## config.mk

```make
export PLATFORM = sky130hd
export DESIGN_NAME = intersection_scheduler
export DESIGN_NICKNAME = d
export VERILOG_FILES = /design/src/rtl/intersection_scheduler.sv
export SDC_FILE = /design/constraint.sdc
export NUM_CORES = 1
export LEC_CHECK = 0
export CAP_MARGIN = 20
export CORE_UTILIZATION = 40
export CTS_CLUSTER_DIAMETER = 40
export CTS_CLUSTER_SIZE = 12
export DETAILED_ROUTE_END_ITERATION = 10
export GPL_ROUTABILITY_DRIVEN = 0
export PLACE_DENSITY = 0.67
export SYNTH_ARGS = -nofsm -noshare
export SYNTH_HDL_FRONTEND = slang
export SYNTH_SLANG_ARGS = --single-unit
```

## constraint.sdc

```tcl
create_clock -name clk -period 2.2 [get_ports clk]
set_input_delay 0.44 -clock clk [delete_from_list [all_inputs] [get_ports clk]]
set_output_delay 0.44 -clock clk [all_outputs]
set_load 0.01 [all_outputs]
```

## src/rtl/intersection_scheduler.sv

```systemverilog
// Two-road intersection controller with a single shared down-counter for phase timing.
// Optional pedestrian crossing phase enabled by defining PED_CROSS_EN.
module intersection_scheduler #(
    parameter int G_MIN     = 8,
    parameter int G_MAX     = 20,
    parameter int Y_TIME    = 3,
    parameter int AR_TIME   = 2,
    parameter int WALK_TIME = 6
) (
    input  logic       clk,
    input  logic       rst,
    input  logic       side_req,
    input  logic       ped_btn,
    output logic       main_g,
    output logic       main_y,
    output logic       main_r,
    output logic       side_g,
    output logic       side_y,
    output logic       side_r,
    output logic       walk,
    output logic [2:0] phase
);

    typedef enum logic [2:0] {
        S_MG  = 3'd0,
        S_MY  = 3'd1,
        S_AR1 = 3'd2,
        S_SG  = 3'd3,
        S_SY  = 3'd4,
        S_AR2 = 3'd5,
        S_WK  = 3'd6
    } state_t;

    // Once SG has run G_MIN cycles the counter sits at or below this value.
    localparam logic [7:0] L_SG_MIN_CNT = 8'(G_MAX - G_MIN);

    state_t     r_state;
    state_t     w_next_state;
    logic [7:0] r_count;
    logic       r_side_req;
    logic       w_ped_pend;
    logic       w_enter_wk;
    logic       w_expired;
    logic [6:0] r_lamps;

    function automatic logic [7:0] load_val(input state_t s);
        case (s)
            S_MG:    load_val = 8'(G_MIN - 1);
            S_MY:    load_val = 8'(Y_TIME - 1);
            S_AR1:   load_val = 8'(AR_TIME - 1);
            S_SG:    load_val = 8'(G_MAX - 1);
            S_SY:    load_val = 8'(Y_TIME - 1);
            S_AR2:   load_val = 8'(AR_TIME - 1);
            S_WK:    load_val = 8'(WALK_TIME - 1);
            default: load_val = 8'(G_MIN - 1);
        endcase
    endfunction

    // Lamp vector order: main_g, main_y, main_r, side_g, side_y, side_r, walk.
    function automatic logic [6:0] lamp_decode(input state_t s);
        case (s)
            S_MG:    lamp_decode = 7'b100_001_0;
            S_MY:    lamp_decode = 7'b010_001_0;
            S_AR1:   lamp_decode = 7'b001_001_0;
            S_SG:    lamp_decode = 7'b001_100_0;
            S_SY:    lamp_decode = 7'b001_010_0;
            S_AR2:   lamp_decode = 7'b001_001_0;
            S_WK:    lamp_decode = 7'b001_001_1;
            default: lamp_decode = 7'b001_001_0;
        endcase
    endfunction

    assign w_expired  = (r_count == 8'd0);
    assign w_enter_wk = (w_next_state == S_WK) && (r_state != S_WK);

`ifdef PED_CROSS_EN
    logic r_ped_pend;

    // Pending pedestrian request; a press always wins over the WK-entry clear.
    always_ff @(posedge clk or negedge rst) begin
        if (!rst) begin
            r_ped_pend <= 1'b0;
        end else if (ped_btn) begin
            r_ped_pend <= 1'b1;
        end else if (w_enter_wk) begin
            r_ped_pend <= 1'b0;
        end else begin
            r_ped_pend <= r_ped_pend;
        end
    end

    assign w_ped_pend = r_ped_pend;
`else
    logic w_unused_ped;

    assign w_unused_ped = ped_btn | w_enter_wk;
    assign w_ped_pend   = 1'b0;
`endif

    // Side-road sensor is registered so phase decisions see a clean, edge-aligned demand.
    always_ff @(posedge clk or negedge rst) begin
        if (!rst) begin
            r_side_req <= 1'b0;
        end else begin
            r_side_req <= side_req;
        end
    end

    // Next-state selection.
    always_comb begin
        w_next_state = r_state;
        case (r_state)
            S_MG: begin
                if (w_expired && (r_side_req || w_ped_pend)) begin
                    w_next_state = S_MY;
                end else begin
                    w_next_state = S_MG;
                end
            end
            S_MY: begin
                if (w_expired) begin
                    w_next_state = S_AR1;
                end else begin
                    w_next_state = S_MY;
                end
            end
            S_AR1: begin
                if (!w_expired) begin
                    w_next_state = S_AR1;
                end else if (w_ped_pend) begin
                    w_next_state = S_WK;
                end else if (r_side_req) begin
                    w_next_state = S_SG;
                end else begin
                    w_next_state = S_AR2;
                end
            end
            S_SG: begin
                if (w_expired || ((r_count <= L_SG_MIN_CNT) && !r_side_req)) begin
                    w_next_state = S_SY;
                end else begin
                    w_next_state = S_SG;
                end
            end
            S_SY: begin
                if (w_expired) begin
                    w_next_state = S_AR2;
                end else begin
                    w_next_state = S_SY;
                end
            end
            S_AR2: begin
                if (w_expired) begin
                    w_next_state = S_MG;
                end else begin
                    w_next_state = S_AR2;
                end
            end
            S_WK: begin
                if (!w_expired) begin
                    w_next_state = S_WK;
                end else if (r_side_req) begin
                    w_next_state = S_SG;
                end else begin
                    w_next_state = S_AR2;
                end
            end
            default: w_next_state = S_MG;
        endcase
    end

    // State register.
    always_ff @(posedge clk or negedge rst) begin
        if (!rst) begin
            r_state <= S_MG;
        end else begin
            r_state <= w_next_state;
        end
    end

    // Phase timer: reload on every state change, otherwise count down and hold at zero.
    always_ff @(posedge clk or negedge rst) begin
        if (!rst) begin
            r_count <= 8'(G_MIN - 1);
        end else if (w_next_state != r_state) begin
            r_count <= load_val(w_next_state);
        end else if (r_count != 8'd0) begin
            r_count <= r_count - 8'd1;
        end else begin
            r_count <= r_count;
        end
    end

    // Lamps registered from the next state so they always track r_state.
    always_ff @(posedge clk or negedge rst) begin
        if (!rst) begin
            r_lamps <= lamp_decode(S_MG);
        end else begin
            r_lamps <= lamp_decode(w_next_state);
        end
    end

    assign {main_g, main_y, main_r, side_g, side_y, side_r, walk} = r_lamps;
    assign phase = r_state;

endmodule
```

==> results.toml, run 1 <==
[critical_path]
reg2reg_from = "r_count[0]"
cpPeakStageDelay_ps = 570
crit_buf_inv = 1
path_delay_family = "adder cells"
crit_fanout = 8
critPathLaunch = "r_count[0]"
start_kind = "flop"
cp_data_required_time_ps = 2430
crit_slowest_cell = "dfstp_2"
ff2ff_setup_slack_ps = 80
crit_type = "reg -> reg"
path_cells = "inv_1, ha_1, and3_4, maj3_1, o211ai_4, nor3b_2, nor2_1"
path_depth = 7
r2r_cells = 7
worstPathArrival_ps = 2350
cp-end-kind = "flop"
timing.rr.end = "r_lamps[1]"
worstSetupEndpoint = "r_lamps[1]"

[routing]
top_layer = "met4"
firstDrtPassIters = 4
postRouteWirelength_um = 2100
wl_met3_um = 89
route.met2.wl_um = 1060
first_iter_violations = 21
route.vias.total = 781
vias_per_cell = 5.21
wl_per_cell_um = 14.0
route.detailed.drc = 0
wl_met1_um = 926
antenna_left = 0

[logic_synthesis]
synthCells = 98
synth-edff-count = 0
syn_area_per_cell_um2 = 10.7
ys_ff_latch = 19
synth_seq_area_share_pct = 46.0
synth_ff_type = "dfrtp_1"
synthArstFlopShare_pct = 100
synth_warnings = 0
syn-num-nets = 104
synth_area_um2 = 1050
ys_types = 37

[sta]
worst_slew_pin_slew_ps = 460
whs_ps = 456
finalSetupViolations = 0
fmax_ghz = 0.472
min_period_over_period_pct = 96.3
fin_worst_skew_ps = 3.06
max-slew-margin-rel_pct = 69.4
period_minus_slack_ps = 2120
hold_viol = 0
rsz0062_at_grt = "no"
slew_viol_final = 0
worst_slack_ps = 80.5

[final_layout]
seq_area_um2 = 482
nFillCells = 233
stdcell_area_um2 = 1310
multiInputGateArea_um2 = 552
area_delta_synth_final_pct = 25.0
layout.nets = 127
drive_above_1_share_pct = 28.3
n_antenna_cell = 0

[floorplanning]
ioPinCount = 14
core_area_um2 = 2480
fp-row-count = 18
die_area_um2 = 2830
die_x_um = 53.2
start_util_pct = 42.3
die_h_um = 53.2

[hold_path]
hp-class = "in -> async"

[global_route]
grt_max_degree = 20
antenna_found_initial = 0
grtUsageTotal_pct = 17.8
grt_first_pass_wirelength_um = 3530
grt_pass1_vias = 802
overflow = 0

[place]
dp_hpwl_um = 1490
port_buffers = 12
post-place-ws_ps = -57.2
placed_area_um2 = 1230

[clock_network]
clock-sinks = 19
cts_buffer_depth = 2
clkLatencyLatePin_ps = 300
clk_pin_slew_worst_paths_ps = 100
cts_buffers = 3
ctsHoldBuffers = 0
htreeDepth = 1
cts_tree = "yes"
cts-root-buf = "clkbuf_4"

[job]
cap_viol_max_count = 0

[pwr]
seqPwrFrac_pct = 37.7
switching_share_pct = 40.4
net-switching-power_uw = 736
p_leak_uw = 0.000543
p_int_uw = 1090
p_comb_share_pct = 52.8
irDropWorstVdd_mv = 1.17
clkPwrFrac_pct = 9.5
power_density_nw_per_um2 = 1390

[status]
status = "completed"
stage by stage:
stage / utilization [%] / std cells / total power (uW) / TNS (ps)
floorplan: - / 98 / 1280 / 0
global placement: 49.7 / 144 / 1560 / 0
detailed placement: 49.7 / 144 / 1600 / -261
CTS: 51.5 / 148 / 1810 / 0
global route: 52.8 / 150 / 1970 / 0
finish: 52.8 / 150 / 1820 / 0
cells in the mapped netlist (2+ instances only):
| master | instances | share of area (%) |
|---|---|---|
| nor3b_1 | 2 | 1.4 |
| dfstp_2 | 5 | 13 |
| xnor2_1 | 4 | 3.3 |
| nor2_1 | 15 | 5.4 |
| a21o_1 | 2 | 1.4 |
| dfrtp_1 | 14 | 33 |
| xor2_1 | 4 | 3.3 |
| a21oi_1 | 6 | 2.9 |
| inv_1 | 4 | 1.4 |
| nor3_1 | 2 | 0.96 |
| a21oi_2 | 2 | 1.7 |
| nand3_1 | 2 | 0.96 |
| nor2b_1 | 2 | 1.2 |
| buf_6 | 2 | 2.2 |
| or3_1 | 3 | 1.8 |
| ha_1 | 2 | 2.4 |
| nand2_1 | 6 | 2.2 |
| buf_2 | 2 | 0.96 |
worst reg2reg max path, cell delays in order (launching register included):
cell and delay, ps:
dfstp_2 570, inv_1 60, ha_1 240, and3_4 210
maj3_1 410, o211ai_4 270, nor3b_2 230, nor2_1 60
placed cells by master, fill, tap and decap left out, drive strengths merged, types with 2 or more instances in the layout:
cell	netlist	final
a21o	2	2
a21oi	8	8
and3	2	2
buf	4	10
clkbuf	0	3
clkdlybuf4s50	0	12
dfrtp	14	14
dfstp	5	5
ha	2	2
inv	4	4
nand2	6	6
nand3	2	2
nor2	16	16
nor2b	2	2
nor3	2	2
nor3b	3	3
nor4	2	2
o21ai	2	2
or3	3	3
xnor2	4	4
xor2	4	4
how the worst min path moves through the flow:
stage | startpoint | end | slack [ps]
2_1_floorplan | rst | phase[0] | 140
3_3_place_gp | r_count[7] | r_count[7] | 600
3_5_place_dp | r_count[3] | r_count[3] | 610
4_1_cts | rst | r_side_req | 460
5_1_grt | rst | phase[2] | 480
6_report | rst | r_count[7] | 460
power by group through the flow:
stage | clock network [uW] | logic [uW] | registers, uW
2_1_floorplan | 0 | 614 | 666
5_1_grt | 201 | 1060 | 713
3_5_place_dp | 0 | 905 | 690
4_1_cts | 185 | 931 | 690
3_3_place_gp | 0 | 878 | 683
6_report | 173 | 962 | 688
what timing repair did:
action                                  4_1_cts  5_1_grt
endpoints found under the setup margin        6       10
resized for setup                             2        4
setup buffers                                 0        2
pin swaps                                     0        2
cloned                                        0        0
final cells by class:
class | instances | area share, %
Clock inverter | 1 | 0.382
Multi-Input combinational cell | 71 | 42.2
Tap cell | 30 | 2.87
Clock buffer | 3 | 1.72
Timing Repair Buffer | 22 | 14.9
Inverter | 4 | 1.15
Sequential cell | 19 | 36.8
cell families after synthesis:
kind of cell | share of synthesized area, %
xor+xnor | 6.69
flops | 46.0
mux | 1.43
fa+ha+maj | 3.34
compound gates | 15.9
buf+inv | 4.54
simple gates | 22.1
sequential cells by signal, summed over array words and instances, names as in the netlist:
register	flops
r_count	8
r_side_req	1
phase	3
r_lamps	7
per-layer routing:
metal  vias up  track usage (%)
li1        383                -
met1       379             21.5
met2        14             29.3
met3         5             6.61
met4         0             5.26
met5         -                0
Note: power is estimated with default switching activity, not from simulation.
==> run 2, diff against run 1 <==
==> constraint.sdc (replaced) <==
create_clock -name clk -period 2.2 [get_ports clk]
set_input_delay 0.22 -clock clk [delete_from_list [all_inputs] [get_ports clk]]
set_output_delay 0.22 -clock clk [all_outputs]
set_load 0.01 [all_outputs]
==> results.toml, run 2 (synthesis results as in run 1) <==
[sta]
min_period_over_period_pct = 95.0
fmax_ghz = 0.479
slew_viol_final = 0
fin_worst_skew_ps = 4.08
max-slew-margin-rel_pct = 67.3
hold_viol = 0
finalSetupViolations = 0
worst_slew_pin_slew_ps = 491
period_minus_slack_ps = 2090

[floorplanning]
die_x_um = 53.2
core_area_um2 = 2480
die_h_um = 53.2
start_util_pct = 42.3
die_area_um2 = 2830
ioPinCount = 14
fp-row-count = 18

[final_layout]
final_util_pct = 53.1
largest_reg_flops = 8
area_delta_synth_final_pct = 25.7
final_common_cell = "nor2_1"
instances_no_fill = 151
stdcell_area_um2 = 1320
largest-register = "r_count"
drive_above_1_share_pct = 28.9
layout.nets = 128
final_cell_mix = "nor2_1 (15), dfrtp_1 (14), clkdlybuf4s50_1 (12), buf_4 (11), nand2_1 (6)"
n_antenna_cell = 0

[clock_network]
cts_buffer_depth = 2
clock-sinks = 19
clkLatencyLatePin_ps = 300
cts-root-buf = "clkbuf_4"
cts_buffers = 3
ctsHoldBuffers = 0
htreeDepth = 1
cts_tree = "yes"
clk_pin_slew_worst_paths_ps = 110

[critical_path]
cp_data_required_time_ps = 2430
start_kind = "flop"
cp-end-kind = "flop"
reg2reg_from = "r_count[0]"
crit_fanout = 8
worstPathArrival_ps = 2320
timing.rr.end = "r_lamps[1]"
crit_type = "reg -> reg"
ff2ff_setup_slack_ps = 110
r2r_cells = 7

[routing]
vias_per_cell = 5.28
firstDrtPassIters = 4
postRouteWirelength_um = 2160
route.detailed.drc = 0
wl_per_cell_um = 14.3
route.vias.total = 798
first_iter_violations = 6
antenna_left = 0

[global_route]
grt_first_pass_wirelength_um = 3660
antenna_found_initial = 0
grt_max_degree = 20
grtUsageTotal_pct = 18.2
grt_pass1_vias = 811
overflow = 0

[place]
dp_hpwl_um = 1490
dp.cells = 144
placed_area_um2 = 1230
port_buffers = 12

[pwr]
irDropWorstVdd_mv = 1.22
power_density_nw_per_um2 = 1400
p_leak_uw = 0.000548

[status]
status = "completed"

[job]
cap_viol_max_count = 0

[hold_path]
hp-class = "in -> async"
-- run 2: cell count changes in the layout (fill, tap and decap cells not counted) --
cell,change
buf_4,+1
-- run 2: cell type report --
type,instances,area (um^2)
inverter,4,15.0
tap,30,37.5
fill,247,1160
sequential,19,482
timing repair buffer,23,203
clock buffer,3,22.5
multi-input combinational,71,552
clock inverter,1,5.00
-- run 2: per-stage QoR --
| step | total power [uW] | setup TNS [ps] | setup slack, ps | hold slack [ps] |
|---|---|---|---|---|
| after floorplan | 1280 | 0 | 148 | -75.6 |
| after global placement | 1560 | 0 | 39.8 | 577 |
| after detailed placement | 1590 | -191 | -46.0 | 588 |
| after CTS | 1800 | 0 | 16.0 | 256 |
| after global routing | 1990 | -0.271 | -0.271 | 258 |
| final | 1840 | 0 | 111 | 246 |
-- run 2: repair_timing --
action                                  4_1_cts  5_1_grt
resized for setup                             2        4
buffers inserted                              0        3
endpoints found under the hold margin         0        0
endpoints found under the setup margin        6       10
pin swaps                                     0        2
-- run 2: metal layers --
layer | up-vias | track usage, % | wire length (um)
met4 | 0 | 3.95 | 12
met2 | 14 | 31.4 | 1140
li1 | 389 | - | -
met3 | 2 | 5.75 | 92
met5 | - | 0 | 0
met1 | 393 | 21.9 | 915
-- run 2: how the worst max path moves through the flow --
stage / startpoint / end / slack [ps] / cells past startpoint
6_report: r_count[0] / r_lamps[1] / 110 / 7
3_5_place_dp: r_count[5] / r_count[5] / -50 / 6
2_1_floorplan: r_count[0] / r_count[1] / 150 / 7
4_1_cts: r_count[0] / r_lamps[1] / 20 / 7
3_3_place_gp: r_count[5] / r_count[6] / 40 / 6
5_1_grt: r_count[0] / r_count[0] / -0.3 / 7
-- run 2: critical path, cell delays in order, from the launching register on --
cell and delay (ps):
dfstp_2 560, inv_1 60, ha_1 240, and3_4 200, maj3_1 410, o211ai_4 260, nor3b_2 230, nor2_1 60
-- run 2: power by group --
part           total, uW  leakage, uW  internal (uW)  switching [uW]
clock network        176    0.0000177           67.7             109
registers            689     0.000234            522             168
logic                972     0.000296            508             464
==> run 3, diff against run 2 <==
Settings changed: ABC_CLOCK_PERIOD_IN_PS set to 2200, TNS_END_PERCENT set to 100.
==> results of run 3 <==
No change in the layout: final DEF, timing and power equal those of run 2.
